File: src/rtl/mem_stage_pkg.sv
// Shared definitions for the MEM stage: ALU opcodes it decodes, widths,
// FSM state encoding and small opcode-classification helpers.
package mem_stage_pkg;

  localparam int REG_W      = 32;
  localparam int REG_ADDR_W = 5;
  localparam int ALU_OP_W   = 8;

  localparam logic [ALU_OP_W-1:0] ALU_NOP  = 8'h00;
  localparam logic [ALU_OP_W-1:0] ALU_ADD  = 8'h01;
  localparam logic [ALU_OP_W-1:0] ALU_LDB  = 8'h20;
  localparam logic [ALU_OP_W-1:0] ALU_LDBU = 8'h21;
  localparam logic [ALU_OP_W-1:0] ALU_LDH  = 8'h22;
  localparam logic [ALU_OP_W-1:0] ALU_LDHU = 8'h23;
  localparam logic [ALU_OP_W-1:0] ALU_LDW  = 8'h24;
  localparam logic [ALU_OP_W-1:0] ALU_STB  = 8'h28;
  localparam logic [ALU_OP_W-1:0] ALU_STH  = 8'h29;
  localparam logic [ALU_OP_W-1:0] ALU_STW  = 8'h2A;

  typedef enum logic [1:0] {
    MEM_STATE_IDLE = 2'd0,
    MEM_STATE_REQ  = 2'd1,
    MEM_STATE_WAIT = 2'd2,
    MEM_STATE_DONE = 2'd3
  } mem_state_e;

  function automatic logic is_load(input logic [ALU_OP_W-1:0] op);
    return (op == ALU_LDB) || (op == ALU_LDBU) || (op == ALU_LDH) ||
           (op == ALU_LDHU) || (op == ALU_LDW);
  endfunction

  function automatic logic is_store(input logic [ALU_OP_W-1:0] op);
    return (op == ALU_STB) || (op == ALU_STH) || (op == ALU_STW);
  endfunction

  // Halfword accesses need a 2-byte boundary, word accesses a 4-byte one.
  function automatic logic is_misaligned(input logic [ALU_OP_W-1:0] op,
                                         input logic [1:0]          off);
    if (op == ALU_LDH || op == ALU_LDHU || op == ALU_STH) return off[0];
    if (op == ALU_LDW || op == ALU_STW)                   return |off;
    return 1'b0;
  endfunction

endpackage

File: src/rtl/mem_stage_load_align.sv
// Load alignment: picks the addressed byte/half out of a 32-bit word and
// sign- or zero-extends it according to the load opcode.
module load_align
  import mem_stage_pkg::*;
(
  input  logic [31:0]         word,
  input  logic [1:0]          off,
  input  logic [ALU_OP_W-1:0] aluop,
  output logic [31:0]         data
);

  logic [7:0]  byte_sel;
  logic [15:0] half_sel;

  // Lane select followed by extension chosen by opcode.
  always_comb begin
    // NOTE: every output of a combinational block gets a default first so
    // no path through the case leaves it unassigned and infers a latch.
    data     = word;
    byte_sel = word[{off, 3'b000} +: 8];
    half_sel = off[1] ? word[31:16] : word[15:0];
    case (aluop)
      ALU_LDB:  data = {{24{byte_sel[7]}}, byte_sel};
      ALU_LDBU: data = {24'h0, byte_sel};
      ALU_LDH:  data = {{16{half_sel[15]}}, half_sel};
      ALU_LDHU: data = {16'h0, half_sel};
      default:  data = word;
    endcase
  end

endmodule

File: src/rtl/mem_stage.sv
// MEM pipeline stage: issues loads/stores to the data RAM through a
// valid/ready request and a completion strobe, stalls the pipeline until
// the access finishes, and hands the aligned result to mem_wb.
module mem_stage
  import mem_stage_pkg::*;
#(
  parameter int ADDR_W = 32,
  parameter int DATA_W = 32
) (
  input  logic                  clk,
  input  logic                  rst,
  input  logic [5:0]            pause,
  input  logic [DATA_W-1:0]     mem_reg_write_data,
  input  logic [REG_ADDR_W-1:0] mem_reg_write_addr,
  input  logic                  mem_reg_write_en,
  input  logic [ALU_OP_W-1:0]   mem_aluop,
  input  logic [ADDR_W-1:0]     mem_mem_addr,
  input  logic [DATA_W-1:0]     mem_store_data,
  output logic                  dram_req_valid,
  input  logic                  dram_req_ready,
  output logic                  dram_we,
  output logic [ADDR_W-1:0]     dram_addr,
  output logic [3:0]            dram_wstrb,
  output logic [DATA_W-1:0]     dram_wdata,
  input  logic                  dram_resp_valid,
  input  logic [DATA_W-1:0]     dram_rdata,
  output logic [DATA_W-1:0]     wb_reg_write_data,
  output logic [REG_ADDR_W-1:0] wb_reg_write_addr,
  output logic                  wb_reg_write_en,
  output logic                  pause_request_mem,
  output logic                  excp_ale,
  output logic [ADDR_W-1:0]     excp_badv
);

  mem_state_e        state_q, state_d;
  logic              req_we_q, req_we_d;
  logic [ADDR_W-1:0] req_addr_q, req_addr_d;
  logic [3:0]        req_wstrb_q, req_wstrb_d;
  logic [DATA_W-1:0] req_wdata_q, req_wdata_d;
  logic [DATA_W-1:0] load_buf_q, load_buf_d;

  logic              op_load, op_store, op_misalign, op_valid;
  logic [1:0]        off;
  logic [3:0]        st_wstrb;
  logic [DATA_W-1:0] st_wdata;
  logic [DATA_W-1:0] load_data;
  logic              unused_pause;

  // Only bit 4 (MEM held) matters to this stage.
  assign unused_pause = ^{pause[5], pause[3:0]};

  assign off         = mem_mem_addr[1:0];
  assign op_load     = is_load(mem_aluop);
  assign op_store    = is_store(mem_aluop);
  assign op_misalign = is_misaligned(mem_aluop, off);
  assign op_valid    = (op_load || op_store) && !op_misalign;

  // Store byte enables and lane-replicated store data.
  always_comb begin
    st_wstrb = 4'b0000;
    st_wdata = mem_store_data;
    case (mem_aluop)
      ALU_STB: begin
        st_wstrb = 4'b0001 << off;
        st_wdata = {4{mem_store_data[7:0]}};
      end
      ALU_STH: begin
        st_wstrb = off[1] ? 4'b1100 : 4'b0011;
        st_wdata = {2{mem_store_data[15:0]}};
      end
      ALU_STW: st_wstrb = 4'b1111;
      default: ;
    endcase
  end

  // Request FSM: capture request fields on IDLE->REQ, load word on WAIT->DONE.
  always_comb begin
    state_d     = state_q;
    req_we_d    = req_we_q;
    req_addr_d  = req_addr_q;
    req_wstrb_d = req_wstrb_q;
    req_wdata_d = req_wdata_q;
    load_buf_d  = load_buf_q;
    case (state_q)
      MEM_STATE_IDLE: if (op_valid) begin
        state_d     = MEM_STATE_REQ;
        req_we_d    = op_store;
        req_addr_d  = {mem_mem_addr[ADDR_W-1:2], 2'b00};
        req_wstrb_d = st_wstrb;
        req_wdata_d = st_wdata;
      end
      MEM_STATE_REQ:  if (dram_req_ready) state_d = MEM_STATE_WAIT;
      MEM_STATE_WAIT: if (dram_resp_valid) begin
        state_d    = MEM_STATE_DONE;
        load_buf_d = dram_rdata;
      end
      MEM_STATE_DONE: if (!pause[4]) state_d = MEM_STATE_IDLE;
      default:        state_d = MEM_STATE_IDLE;
    endcase
  end

  // State and request registers with asynchronous reset.
  always_ff @(posedge clk or posedge rst) begin
    // NOTE: sequential state uses non-blocking assignments so every flop
    // samples pre-edge values regardless of statement order.
    if (rst) begin
      state_q     <= MEM_STATE_IDLE;
      req_we_q    <= 1'b0;
      req_addr_q  <= '0;
      req_wstrb_q <= 4'b0000;
      req_wdata_q <= '0;
      load_buf_q  <= '0;
    end else begin
      state_q     <= state_d;
      req_we_q    <= req_we_d;
      req_addr_q  <= req_addr_d;
      req_wstrb_q <= req_wstrb_d;
      req_wdata_q <= req_wdata_d;
      load_buf_q  <= load_buf_d;
    end
  end

  load_align u_load_align (
    .word  (load_buf_q),
    .off   (off),
    .aluop (mem_aluop),
    .data  (load_data)
  );

  assign dram_req_valid    = (state_q == MEM_STATE_REQ);
  assign dram_we           = req_we_q;
  assign dram_addr         = req_addr_q;
  assign dram_wstrb        = req_wstrb_q;
  assign dram_wdata        = req_wdata_q;
  assign pause_request_mem = op_valid && (state_q != MEM_STATE_DONE);
  assign excp_ale          = op_misalign;
  assign excp_badv         = op_misalign ? mem_mem_addr : '0;

  // Writeback: loads return aligned data, stores and faults never write.
  always_comb begin
    wb_reg_write_data = mem_reg_write_data;
    wb_reg_write_addr = mem_reg_write_addr;
    wb_reg_write_en   = mem_reg_write_en;
    if (op_misalign || op_store) wb_reg_write_en = 1'b0;
    else if (op_load)            wb_reg_write_data = load_data;
  end

endmodule

File: config.mk
export PLATFORM = sky130hd
export DESIGN_NAME = mem_stage
export DESIGN_NICKNAME = d
export VERILOG_FILES = /design/src/rtl/mem_stage_pkg.sv /design/src/rtl/mem_stage_load_align.sv /design/src/rtl/mem_stage.sv
export SDC_FILE = /design/constraint.sdc
export NUM_CORES = 1
export LEC_CHECK = 0
export ABC_AREA = 1
export BUFFER_PORTS_ARGS = -buffer_cell sky130_fd_sc_hd__buf_2
export CAP_MARGIN = 20
export CORE_MARGIN = 2
export CORE_UTILIZATION = 47
export DETAILED_ROUTE_END_ITERATION = 12
export GPL_TIMING_DRIVEN = 0
export PLACE_DENSITY = 0.81
export SETUP_SLACK_MARGIN = 0.2
export SYNTH_ARGS = -nofsm -noshare
export SYNTH_HDL_FRONTEND = slang
export SYNTH_SLANG_ARGS = --single-unit
File: constraint.sdc
create_clock -name clk -period 4.3 [get_ports clk]
set_input_delay 0.645 -clock clk [delete_from_list [all_inputs] [get_ports clk]]
set_output_delay 0.645 -clock clk [all_outputs]
set_load 0.01 [all_outputs]
* After elaboration in Yosys (flattened, before gate mapping)
Index checks and enable logic that the tools add are counted.
** Word-level totals
- Memory bits (read-only) :: 0
- Memories kept :: 0
- Flip-flop bits (word level) :: 101
- Input port bits :: 152
- Logic and storage cells :: 64
- RAM bits :: 0
- Bits in latches :: 0
- Output and inout bits :: 142
** Operators by class
- Divide/modulo/power cells :: 0
- Multipliers :: 0
- Reductions and logical operators :: 19
- Add/sub/neg operators :: 0
- Shifts and indexed selects :: 2
- Bitwise gates (word level) :: 0
- Mux-type cells :: 21
- Magnitude comparators :: 0
- Eq/ne operators :: 16
** Operator list (count)
- 32-bit one-hot mux with 4 select lines :: 1
- 32-bit two-way mux :: 3
- 8-bit by 6-bit equality test with 1-bit output (second input constant) :: 8
- 32-bit one-hot mux with 2 select lines :: 1
- 32-bit by 6-bit variable part select with 8-bit output :: 1
- 16-bit two-way mux :: 1
- 4-bit one-hot mux with 3 select lines :: 1
- 1-bit logical OR :: 11
- 1-bit two-way mux :: 8
- 2-bit two-way mux :: 4
- 2-bit != test (second input constant) :: 4
- 2-bit one-hot mux with 4 select lines :: 1
- 2-bit equality test (second input constant) :: 2
- 4-bit two-way mux :: 1
- 2-bit AND reduction :: 2
- 4-bit AND reduction :: 1
- 1-bit by 2-bit << shifter with 4-bit output (first input constant) :: 1
- 2-bit by 1-bit equality test with 1-bit output (second input constant) :: 1
- 1-bit logical AND :: 2
- 2-bit logical NOT :: 1
- 2-bit by 1-bit != test with 1-bit output (second input constant) :: 1
- 2-bit OR reduction :: 1
- 1-bit logical NOT :: 1

* Longest topological paths before layout
- Depth after elaboration :: 11
- Gate-level depth with buffers :: 14
- Mapped depth without buffers :: 11

* Cells and area by module
Synthesis repeated with hierarchy kept, for this count alone.
** Unflattened totals
- Cell total of the unflattened synthesis :: 923
- Area total of the unflattened synthesis :: 6530.0 um^2
** Modules (own cells, without submodules)
- mem_stage :: seq. area each 2527.4 um^2, instances 1, area each 5484.0 um^2, cells an instance 708
- load_align :: seq. area each 0.0 um^2, instances 1, area each 1046.0 um^2, cells an instance 215

* Worst setup path after synthesis
OpenSTA, ideal clock, no wires.
- Path type :: input to output
- Start point :: input mem_aluop[4]
- End point :: output wb_reg_write_data[5]
- Data arrival time :: 1815 ps
- Stages :: 13
- Required time :: 3655 ps
- Slack :: 1840 ps
- Path buffers :: 2
- Cell sequence :: inv_2 -> nand2_2 -> nor2_4 -> buf_6 -> nand2_2 -> nand2_2 -> nand2_4 -> nand2_8 -> nor2_8 -> nand2_2 -> buf_2 -> nand2_1 -> o21ai_1
** Between the ends
- Word-level cells in the longest chain between the ends :: 8
- Elaborated cells on any way between the ends :: 27
- Those cells by class :: 8 x eq/ne; 9 x mux; 10 x reduce/logical
** Ends and longest elaborated chain
- start, declared :: line mem_stage.sv:16 : input logic [ALU_OP_W-1:0] mem_aluop,
- 8-bit by 6-bit equality test with 1-bit output :: line mem_stage_pkg.sv:40 : if (op == ALU_LDW || op == ALU_STW) return |off;
- 1-bit logical OR :: line mem_stage_pkg.sv:40
- 1-bit two-way mux (2 in series) :: line mem_stage_pkg.sv:40
- 1-bit two-way mux :: line mem_stage_pkg.sv:41 : return 1'b0;
- 1-bit two-way mux * :: line mem_stage_pkg.sv:40
- via excp_ale :: line mem_stage.sv:31 : output logic excp_ale,
- 1-bit logical OR * :: line mem_stage.sv:144 : if (op_misalign || op_store) wb_reg_write_en = 1'b0;
- 32-bit two-way mux * :: line mem_stage.sv:144
- end, declared :: line mem_stage.sv:27 : output logic [DATA_W-1:0] wb_reg_write_data,
The timed path passes the listed nets; every way through them passes the cells marked *. The select of a mux whose other input is x is not followed.

* Final worst setup path
- Start point :: input mem_aluop[1]
- End point :: output excp_badv[9]
** Between the ends
- Word-level cells in the longest chain between the ends :: 7
- Elaborated cells on any way between the ends :: 15
- Those cells by class :: 5 x eq/ne; 7 x mux; 3 x reduce/logical
** Ends and longest elaborated chain
- 8-bit by 6-bit equality test with 1-bit output :: line mem_stage_pkg.sv:40
- 1-bit logical OR :: line mem_stage_pkg.sv:40
- 1-bit two-way mux (2 in series) :: line mem_stage_pkg.sv:40
- 1-bit two-way mux :: line mem_stage_pkg.sv:41
- 1-bit two-way mux * :: line mem_stage_pkg.sv:40
- 32-bit two-way mux * :: line mem_stage.sv:137 : assign excp_badv = op_misalign ? mem_mem_addr : '0;
- end, declared :: line mem_stage.sv:32 : output logic [ADDR_W-1:0] excp_badv
Mark *: on every way between the ends. The rest lies on a longest branch, timed or not. The select of a mux whose other input is x is not followed.

==> flow_summary_export.csv <==
group,metric,value,unit
timing,clock_skew,0.00769,ns
synth,synth_top_family_by_area,"simple AND/OR/NAND/NOR gates",
synth,synth_top_area_frac,0.407,
floorplan,die_h,119,um
synth,netlist_area,0.00621,mm^2
synth,ys_async_sr_fraction,1.00,
critical_path,worstPathCellList,"buf_2 > inv_2 > nor2_4 > nand2_2 > nand2_1 > nand2_2 > nand2_8 > inv_4 > clkbuf_1 > nor2_1 > buf_2",
synth,synthAdderAreaFrac,0.0101,
finish,nets,1339,
clocking,cts_buffers,9,
finish,area_growth,31.8,%
detailed_routing,drc_errors,0,
synth,muxShareOfSynthArea,0.0381,
placed_design,pre_cts_slack,1.28,ns
power_and_ir_drop,ir_drop,0.315,mV
synth,synth_edf_count,0,
synth,netlist_instances,888,
critical_path,slowest_stage,"clkbuf_1",
timing,finalCritPeriodShare,0.691,
detailed_routing,drtAntennaViolNets,0,
synth,ys_types,35,
floorplan,start_util,0.475,
critical_path,r2r_cells,6,
clocking,cts_buffer_depth,2,
synth,syn_avg_cell_area,7.00,um^2
detailed_routing,drt-initial-drc-count,410,
timing,hold_ws,0.362,ns
grt,antenna_found_initial,2,
detailed_routing,via_per_inst,4.91,
synth,synth-compound-area-share,0.0882,
floorplan,dieArea,0.0142,mm^2
timing,final.setup.worst_slack,1.33,ns
critical_path,path_max_fanout,10,
timing,setup_viol,0,
synth,synthSimpleGateAreaFrac,0.362,
clocking,path_clk_slew,0.07,ns
critical_path,crit_path_end_kind,"output pin",
critical_path,critPathLaunch,"mem_aluop[1]",
floorplan,fp-row-count,42,
synth,yosys.area.top_type,"dfrtp_1",
clocking,cts_tree,"yes",
critical_path,critPathKind,"in2out",
critical_path,crit_required,3.65,ns
clocking,clkLatencyLatePin,0.34,ns
grt,first_global_vias,6286,
critical_path,critPathLaunchType,"input pin",
clocking,cts_resized,0,
finish,mostFrequentLayoutCells,"365 x nand2_1, 295 x buf_2, 101 x dfrtp_1",
critical_path,reg2reg_from,"state_q[0]",
timing,grt_setup_unrepaired,"no",
timing,tightest_slew,0.612,ns
finish,final_common_cell,"nand2_1",
synth,synth_ff_type,"dfrtp_1",
clocking,cts.sinks,101,
timing,relSlewSlack,0.592,
grt,grt_max_degree,58,
timing,drv_slew,0,
finish,drive_gt1_frac,0.337,
synth,ys_ff_latch,101,
power_and_ir_drop,leakage,4.99,nW
detailed_routing,vias,6698,
detailed_routing,wire_per_inst,14.3,um
clocking,post_cts_buffers,0,
floorplan,die_x,119,um
synth,synth_xor_area_frac,0,
timing,fin_crit,2.97,ns
timing,final.setup.tns,0,ns
grt,track_usage,0.275,
placed_design,gp_congestion,0.925,
placed_design,port_buffers,281,
run,drv_cap,0,
detailed_routing,dr.pass1.iters,5,
synth,ys_top_cells_by_area,"dfrtp_1 41%, nand2_1 22%, nand3_1 6.4%",
grt,grt_pass1_wl,31.0,mm
critical_path,cp.buffers_inverters,5,
floorplan,io_pins,294,
power_and_ir_drop,powerDensity,508,mW/mm^2
hold_path,hp-class,"in2async",
critical_path,worst-path-stages,11,
detailed_routing,wirelength,19.5,mm
synth,yosys_warnings,0,
synth,yosysSeqAreaShare,0.407,
timing,max_freq,0.337,GHz
floorplan,core_area,0.0131,mm^2
clocking,htree_num_levels,3,
grt,grt_overflow_total,0,
critical_path,slowest_delay,0.48,ns
timing,hold_violations,0,
clocking,postCtsHoldBufs,0,
status,outcome,"completed",
placed_design,dpl.hpwl,15.4,mm
critical_path,crit_family,"buffers and inverters",
critical_path,crit_arrival,2.32,ns
clocking,root_buffer,"clkbuf_16",
-- power by group --
| group | switching [W] | internal [W] |
|---|---|---|
| Combinational | 0.000916 | 0.000702 |
| Clock | 0.000389 | 0.000467 |
| Sequential | 0.000288 | 0.00140 |
-- area by class of cell --
class / count / area [um^2]
Fill cell: 1211 / 4890
Multi-Input combinational cell: 660 / 3110
Antenna cell: 2 / 5.00
Buffer: 53 / 299
Tap cell: 176 / 220
Clock buffer: 9 / 225
Clock inverter: 7 / 87.6
Sequential cell: 101 / 2530
Inverter: 75 / 287
Timing Repair Buffer: 282 / 1430
-- synthesized netlist by cell type (2+ instances only) --
master and count:
o211ai_1 4, o21ai_2 10, nand2_1 365, o21ai_0 58, o21ai_1 9, or2_2 5
nor2_1 59, inv_1 68, buf_2 14, buf_6 5, ha_1 5, a21oi_1 12
buf_1 3, dfrtp_1 101, mux2_2 21, nor2_4 2, buf_4 8, nand3_1 79
inv_2 6, nand2_2 19, clkbuf_1 21
-- layer usage --
metal	share of wire	wire [um]	global-route usage	vias to the layer above
met2	0.49	9520	0.471	295
li1	-	-	-	3364
met1	0.40	7880	0.341	3001
met3	0.081	1580	0.0580	38
met5	0	0	0	-
met4	0.027	524	0.106	0
-- cell families (layout without fill, tap and decap cells) --
| group | Yosys count | count (layout) |
|---|---|---|
| compound gates | 96 | 96 |
| fa+ha+maj | 5 | 5 |
| buf+inv | 128 | 426 |
| flops | 101 | 101 |
| mux | 21 | 21 |
| other cells | 1 | 4 |
| simple gates | 536 | 536 |
-- worst reg2reg max path: stages, from the launching register on --
cell,delay [ns]
dfrtp_1,0.39
inv_1,0.09
ha_1,0.22
nand2_1,0.20
clkbuf_1,0.42
clkbuf_1,0.42
a21oi_1,0.15
-- flip-flops by register name, summed over array words and instances, names as in the netlist --
signal,cells
dram_wdata,32
load_buf_q,32
dram_addr,30
dram_wstrb,4
state_q,2
dram_we,1
-- metrics by stage --
stage	utilization	instances	power [W]	area (um^2)
finish	0.626	1365	0.00416	8190
detailed placement	0.602	1347	0.00330	7870
global route	0.626	1364	0.00446	8190
global placement	0.599	1346	0.00325	7840
floorplan	-	889	0.00263	6220
CTS	0.626	1363	0.00418	8190
-- worst paths after layout --
check | end | slack [ns]
worst max-delay path | excp_badv[9] | 1.33
worst min-delay path | dram_addr[5] | 0.36
worst max register to register | load_buf_q[6] | 2.27
worst min register to register | dram_wdata[19] | 0.48
max in group asynchronous | dram_wstrb[1] | 3.27
min in group clk | dram_wdata[19] | 0.48
Note: power is estimated with default switching activity, not from simulation.
